## src/rtl/cpu_types_pkg.sv

```systemverilog
// Shared datapath types for the pipelined MIPS core: decoded control bundle
// and the decode->execute latch contents.
package cpu_types_pkg;

  localparam int CPU_WORD_W = 32;
  localparam int CPU_REG_W  = 5;

  typedef enum logic [3:0] {
    ALU_SLL, ALU_SRL, ALU_ADD, ALU_SUB, ALU_AND,
    ALU_OR, ALU_XOR, ALU_NOR, ALU_SLT, ALU_SLTU
  } aluop_t;

  typedef struct packed {
    aluop_t aluop;
    logic   alusrc;
    logic   regwen;
    logic   dren;
    logic   dwen;
    logic   memtoreg;
    logic   halt;
  } ctrl_t;

  typedef struct packed {
    logic                  valid;
    ctrl_t                 ctrl;
    logic [CPU_REG_W-1:0]  rsel1;
    logic [CPU_REG_W-1:0]  rsel2;
    logic [CPU_REG_W-1:0]  wsel;
    logic [CPU_WORD_W-1:0] rdat1;
    logic [CPU_WORD_W-1:0] rdat2;
    logic [CPU_WORD_W-1:0] imm;
    logic [CPU_WORD_W-1:0] npc;
  } id_ex_t;

  // All-zero so a bubble presents wsel=0 and cannot raise a false hazard.
  localparam id_ex_t BUBBLE_ID_EX = '0;

endpackage

```

## src/rtl/sat_counter.sv

```systemverilog
// Up-counter that sticks at its all-ones value instead of wrapping.
module sat_counter #(
  parameter int W = 16
) (
  input  logic         CLK,
  input  logic         nRST,
  input  logic         inc,
  output logic [W-1:0] count
);

  always_ff @(posedge CLK or negedge nRST) begin
    if (!nRST) begin
      count <= '0;
    end else if (inc && (count != {W{1'b1}})) begin
      count <= count + 1'b1;
    end
  end

endmodule

```

## src/rtl/id_ex_latch.sv

```systemverilog
// Decode->execute pipeline register with flush/load-use bubbles, same-cycle
// writeback bypass on capture, global freeze and a saturating bubble counter.
module id_ex_latch
  import cpu_types_pkg::*;
#(
  parameter int WORD_W = CPU_WORD_W,
  parameter int REG_W  = CPU_REG_W,
  parameter int CNT_W  = 16
) (
  input  logic              CLK,
  input  logic              nRST,
  input  logic              en,
  input  logic              flush,
  input  logic              hazard_dec,
  input  logic [1:0]        rport_dec,
  input  logic [WORD_W-1:0] wdat_mem,
  input  logic              d_valid,
  input  ctrl_t             d_ctrl,
  input  logic [REG_W-1:0]  d_rsel1,
  input  logic [REG_W-1:0]  d_rsel2,
  input  logic [REG_W-1:0]  d_wsel,
  input  logic [WORD_W-1:0] d_rdat1,
  input  logic [WORD_W-1:0] d_rdat2,
  input  logic [WORD_W-1:0] d_imm,
  input  logic [WORD_W-1:0] d_npc,
  output logic              e_valid,
  output ctrl_t             e_ctrl,
  output logic [REG_W-1:0]  e_rsel1,
  output logic [REG_W-1:0]  e_rsel2,
  output logic [REG_W-1:0]  e_wsel,
  output logic [WORD_W-1:0] e_rdat1,
  output logic [WORD_W-1:0] e_rdat2,
  output logic [WORD_W-1:0] e_imm,
  output logic [WORD_W-1:0] e_npc,
  output logic [CNT_W-1:0]  bubble_cnt
);

  id_ex_t ex_q;
  id_ex_t ex_nxt;
  logic   bubble;
  logic   bubble_inc;

  assign bubble = flush | hazard_dec;

  // Flushing an already-empty slot loses nothing, so it is not counted.
  assign bubble_inc = en & bubble & (d_valid | hazard_dec);

  always_comb begin
    ex_nxt = BUBBLE_ID_EX;
    if (!bubble) begin
      ex_nxt.valid = d_valid;
      ex_nxt.ctrl  = d_ctrl;
      ex_nxt.rsel1 = d_rsel1;
      ex_nxt.rsel2 = d_rsel2;
      ex_nxt.wsel  = d_wsel;
      ex_nxt.rdat1 = rport_dec[0] ? wdat_mem : d_rdat1;
      ex_nxt.rdat2 = rport_dec[1] ? wdat_mem : d_rdat2;
      ex_nxt.imm   = d_imm;
      ex_nxt.npc   = d_npc;
    end
  end

  always_ff @(posedge CLK or negedge nRST) begin
    if (!nRST) begin
      ex_q <= BUBBLE_ID_EX;
    end else if (en) begin
      ex_q <= ex_nxt;
    end
  end

  assign e_valid = ex_q.valid;
  assign e_ctrl  = ex_q.ctrl;
  assign e_rsel1 = ex_q.rsel1;
  assign e_rsel2 = ex_q.rsel2;
  assign e_wsel  = ex_q.wsel;
  assign e_rdat1 = ex_q.rdat1;
  assign e_rdat2 = ex_q.rdat2;
  assign e_imm   = ex_q.imm;
  assign e_npc   = ex_q.npc;

  sat_counter #(.W(CNT_W)) u_bubble_cnt (
    .CLK   (CLK),
    .nRST  (nRST),
    .inc   (bubble_inc),
    .count (bubble_cnt)
  );

endmodule

```

## config.mk

```make
export PLATFORM = sky130hd
export DESIGN_NAME = id_ex_latch
export DESIGN_NICKNAME = d
export VERILOG_FILES = /design/src/rtl/cpu_types_pkg.sv /design/src/rtl/sat_counter.sv /design/src/rtl/id_ex_latch.sv
export SDC_FILE = /design/constraint.sdc
export NUM_CORES = 1
export LEC_CHECK = 0
export BUFFER_PORTS_ARGS = -buffer_cell sky130_fd_sc_hd__clkbuf_2
export CORE_AREA = 2 2 140 142
export DETAILED_ROUTE_END_ITERATION = 7
export DIE_AREA = 0 0 142 144
export GPL_ROUTABILITY_DRIVEN = 0
export PLACE_DENSITY = 0.78
export SLEW_MARGIN = 20
export SYNTH_ARGS = -nofsm -noshare
export SYNTH_HDL_FRONTEND = slang
export SYNTH_HIERARCHICAL = 1
export SYNTH_SLANG_ARGS = --single-unit
```

## constraint.sdc

```tcl
create_clock -name CLK -period 2.17 [get_ports CLK]
set_clock_uncertainty 0.2 [all_clocks]
set_input_delay 0.1085 -clock CLK [delete_from_list [all_inputs] [get_ports CLK]]
set_output_delay 0.1085 -clock CLK [all_outputs]
set_load 0.005 [all_outputs]
```

---- Word-level counts from Yosys, hierarchy flattened ----
Index checks and enable logic that the tools add are counted.
W data, S select, Z words.
operators by class
  $add $sub $neg .......................... 1
  equal/unequal tests ..................... 1
  mux-type cells .......................... 3
  bitwise logic cells ..................... 4
  reduce and logical (&&, ||, !) cells .... 1
operators by type and width
  kind                     number
  $mux W154                1
  $mux W32                 2
  $add A16 B1 Y16 const B  1
  $ne A16 B16 Y1 const B   1
  $and A1 B1 Y1            2
  $or A1 B1 Y1             2
  $logic_and A1 B1 Y1      1
storage, ports and cells
  flip-flop bits (word level) ............. 170
  logic and storage cells ................. 26

---- Logic depth before layout (Yosys ltp) ----
  depth in word-level cells ............... 4
  mapped depth ............................ 9
  mapped depth without buffers ............ 6

---- Cells and area by module ----
The synthesis kept the hierarchy.
modules (own cells, without submodules)
  module       times used  cells each  area an instance (µm²)  seq. area each (µm²)
  id_ex_latch  1           419         6118.4                  3853.7
  sat_counter  1           77          884.6                   400.4

---- Worst setup path before layout ----
OpenSTA, ideal clock, no wires.
  path kind ............................... input -> register
  from .................................... input port en
  to ...................................... register u_bubble_cnt.count[15]
  arrival time ............................ 1560 ps
  data required time ...................... 1845 ps
  slack ................................... 285 ps
  cell stages on the path ................. 8
  buffers on the path ..................... 2
  cells stage by stage .................... inv_1 -> buf_2 -> clkbuf_1 -> nor2_1 -> nand4_1 -> nor4_4 -> nand3_2 -> mux2_4
on the way
  word-level cells in the longest chain between the ends .. 3
ends and longest elaborated chain
  element                      line               text
  from (decl)                  id_ex_latch.sv:12  input logic en,
  $and A1 B1 Y1 (2 in series)  id_ex_latch.sv:46  assign bubble_inc = en & bubble & (d_valid | hazard_dec);
  named net bubble_inc         id_ex_latch.sv:41  logic bubble_inc;
  $logic_and A1 B1 Y1          sat_counter.sv:14  end else if (inc && (count != {W{1'b1}})) begin
  to (signal assigned)         sat_counter.sv:15  count <= count + 1'b1;
  to (decl)                    sat_counter.sv:8   output logic [W-1:0] count
The timed path passes the listed nets, and every way through them passes these cells.
A chain may end at the register's enable or synchronous reset.

---- Final worst setup path ----
  from .................................... register u_bubble_cnt.count[0]
  to ...................................... register u_bubble_cnt.count[10]
on the way
  word-level cells in the longest chain between the ends .. 2
  elaborated cells on any way between the ends .. 3
  classes of those cells .................. add/sub (1); eq/ne (1); reduce/logical (1)
ends and longest elaborated chain
  element
  branches (longest 2 deep; another with $add A16 B1 Y16)
Several ways; the timed one is not identified.

==> flow_metrics.py <==
metrics = {
    "status": {
        "status": "completed",
    },
    "placement": {
        "portBuffers": 362,
        "dp_worst_setup_slack_ns": 0.2128,
        "dpl.hpwl_mm": 13.82,
    },
    "floorplanning": {
        "die_y_um": 144,
        "start_util_pct": 36.70,
        "io_pins": 363,
        "rows": 51,
        "dieArea_um2": 20450,
        "fp.dieW_um": 142,
        "core_region_area_um2": 19080,
    },
    "pwr": {
        "comb_power_share_pct": 17.8,
        "power_frac_clock_pct": 38.0,
        "p_int_uw": 5892,
        "vdd_ir_drop_max_mv": 0.4488,
        "power_density_nw_per_um2": 685.8,
        "switching_power_uw": 2232,
        "p_leak_uw": 0.006113,
        "sw_frac_of_total_pct": 27.47,
        "pwr-share-seq_pct": 44.2,
    },
    "timing": {
        "rsz0062_at_grt": "false",
        "setup_viol": 0,
        "worstMarginPinSlew_ns": 0.8368,
        "drv_slew": 0,
        "relSlewSlack_pct": 44.21,
        "timing.setup.tns_ns": 0,
        "max_freq_ghz": 0.5022,
        "setup_ws_ns": 0.1787,
        "fin_crit_sh_pct": 91.77,
        "min_period_ns": 1.991,
        "finalHoldViolCount": 0,
    },
    "critical_path": {
        "path_class": "reg -> reg",
        "cp.arrival_ns": 2.09,
        "worstSetupEndpointType": "register",
        "start_kind": "register",
        "crit_required_ns": 2.27,
        "crit_fanout": 6,
        "reg2reg_depth": 5,
        "ff2ff_setup_slack_ns": 0.18,
    },
    "synth": {
        "synth_edf_count": 0,
        "yosysWarnings": 6,
        "synth_top_cell_by_area": "dfrtp_1",
        "async_flop_share_pct": 100.0,
        "synth_fp_nets": 690,
        "syn-instance-count": 496,
        "netlist_area_um2": 7003,
        "synth_top_area_share_pct": 60.75,
        "syn_avg_cell_area_um2": 14.12,
        "ys_seq_elements": 170,
        "yosys-top-cells-area": "dfrtp_1 61%, a22o_1 11%, mux2i_1 9.1%",
        "synth_cell_types": 37,
        "ys.flop_type": "dfrtp_1",
        "synth_seq_area_share_pct": 60.75,
    },
    "detailed_routing": {
        "first_iter_violations": 330,
        "route.detailed.drc": 0,
        "routed_wl_mm": 23.97,
        "vias": 6787,
        "drtAntennaViolNets": 0,
        "post_drt_wl_per_cell_um": 18.26,
        "first_pass_iters": 4,
        "via_per_inst": 5.169,
    },
    "clock_tree": {
        "clock-root-buffer": "clkbuf_16",
        "clk_path_buf_depth": 2,
        "clock-sinks": 170,
        "cts_tree": "yes",
        "clk_pin_slew_worst_paths_ns": 0.08,
        "cts_buffers": 17,
        "insertion_delay_ns": 0.41,
        "htree_levels": 4,
    },
    "finish": {
        "antennaDiodeCount": 0,
        "fillers": 1361,
        "layout_common_cells": "361 x clkbuf_2, 219 x dlygate4sd3_1, 170 x dfrtp_1",
        "multiInputGateArea_um2": 2512,
        "regArea_um2": 4254,
        "drive_gt1_share_pct": 38.98,
        "area_growth_syn_to_layout_pct": 69.16,
        "final_common_cell": "clkbuf_2",
        "nets": 1256,
    },
    "global_route": {
        "grt_overflow_total": 0,
        "track_usage_pct": 22.65,
        "grt_max_degree": 155,
        "antenna_found_initial": 0,
        "grt_pass1_vias": 6972,
        "grt_pass1_wl_mm": 36.36,
    },
    "run": {
        "max_cap_violations": 0,
    },
    "hold_path": {
        "min_path_type": "in -> async",
    },
}
-- path summary, 6_finish.rpt --
kind	to	start
max	u_bubble_cnt/count[10]	u_bubble_cnt/count[0]
min reg2reg	e_rdat2[11]	e_rdat2[11]
min	e_rdat2[10]	nRST
max reg2reg	u_bubble_cnt/count[10]	u_bubble_cnt/count[0]
min in group CLK	u_bubble_cnt/count[0]	en
max in group asynchronous	u_bubble_cnt/count[3]	nRST
-- critical path, stage by stage, from the launching register on --
cell and delay (ns):
dfrtp_1 0.42, ha_1 0.36, nand2_1 0.18, nor3_1 0.39, nand4_1 0.17, xnor2_1 0.16
-- metrics by stage --
step | power, uW | hold slack (ns) | instances | cell area, um2 | util [%]
after CTS | 8159 | 0.004341 | 1313 | 11850 | 62.09
after global placement | 4658 | -0.1266 | 1062 | 9044 | 47.40
after global routing | 8469 | 0.01419 | 1313 | 11850 | 62.09
final | 8124 | 0.003405 | 1313 | 11850 | 62.09
after detailed placement | 4685 | -0.1249 | 1062 | 9044 | 47.40
after floorplan | 4067 | -0.3871 | 496 | 7003 | -
-- power by group through the flow --
stage          clock [uW]  combinational (uW)  sequential (uW)
3_5_place_dp            0                1060             3630
5_1_grt              3300                1550             3620
2_1_floorplan           0                 436             3630
6_report             3090                1440             3590
4_1_cts              3180                1400             3580
3_3_place_gp            0                1040             3620
-- synth_stat cells (2+ instances only) --
| master | instances |
|---|---|
| a22o_1 | 90 |
| a31oi_1 | 2 |
| o2bb2ai_2 | 2 |
| buf_6 | 7 |
| nand3_1 | 5 |
| buf_2 | 19 |
| dfrtp_1 | 170 |
| nand3_2 | 2 |
| mux2i_1 | 64 |
| and3_1 | 2 |
| mux2_4 | 2 |
| xnor2_1 | 5 |
| nand4_1 | 9 |
| buf_1 | 5 |
| xor2_1 | 2 |
| nor2_1 | 7 |
| clkbuf_1 | 12 |
| o2bb2ai_1 | 62 |
| o21a_1 | 3 |
| a21oi_1 | 4 |
| nand2_1 | 3 |
| nand3_4 | 2 |
| a41oi_1 | 2 |
| and4_1 | 2 |
-- metal layers --
metal	vias up	track usage [%]	part of all wire, %
met2	333	39.21	51
met1	3340	26.52	39
met3	56	5.894	6.7
li1	3058	-	-
met5	-	0	0
met4	0	10.32	3.4
-- flip-flops by register name (all words and copies together) (netlist names), 5 cells and up --
register,flops
e_rsel2,5
u_bubble_cnt/count,16
e_rsel1,5
e_ctrl,10
e_rdat1,32
e_npc,32
e_wsel,5
e_rdat2,32
e_imm,32
-- cell type report --
class | count | share of cell area (%)
timing repair buffer | 590 | 35.16
clock buffer | 18 | 3.707
multi-input combinational | 282 | 21.21
inverter | 1 | 0.05281
clock inverter | 14 | 1.447
tap | 238 | 2.514
sequential | 170 | 35.91
-- what timing repair did --
action	4_1_cts	5_1_grt
endpoints found under the setup margin	0	0
hold buffers	219	0
resized for setup	0	0
buffers inserted	0	0
endpoints found under the hold margin	324	0
-- cells by family after synthesis --
logic type,count (synthesis),synth area share [%]
flip-flops,170,60.75
AO/OA/AOI/OAI,168,20.98
multiplexers,66,9.577
buffers and inverters,44,3.448
AND/OR/NAND/NOR,40,4.199
XOR/XNOR,7,0.8755
adder cells (fa/ha/maj),1,0.1786
Note: power is estimated with default switching activity, not from simulation.
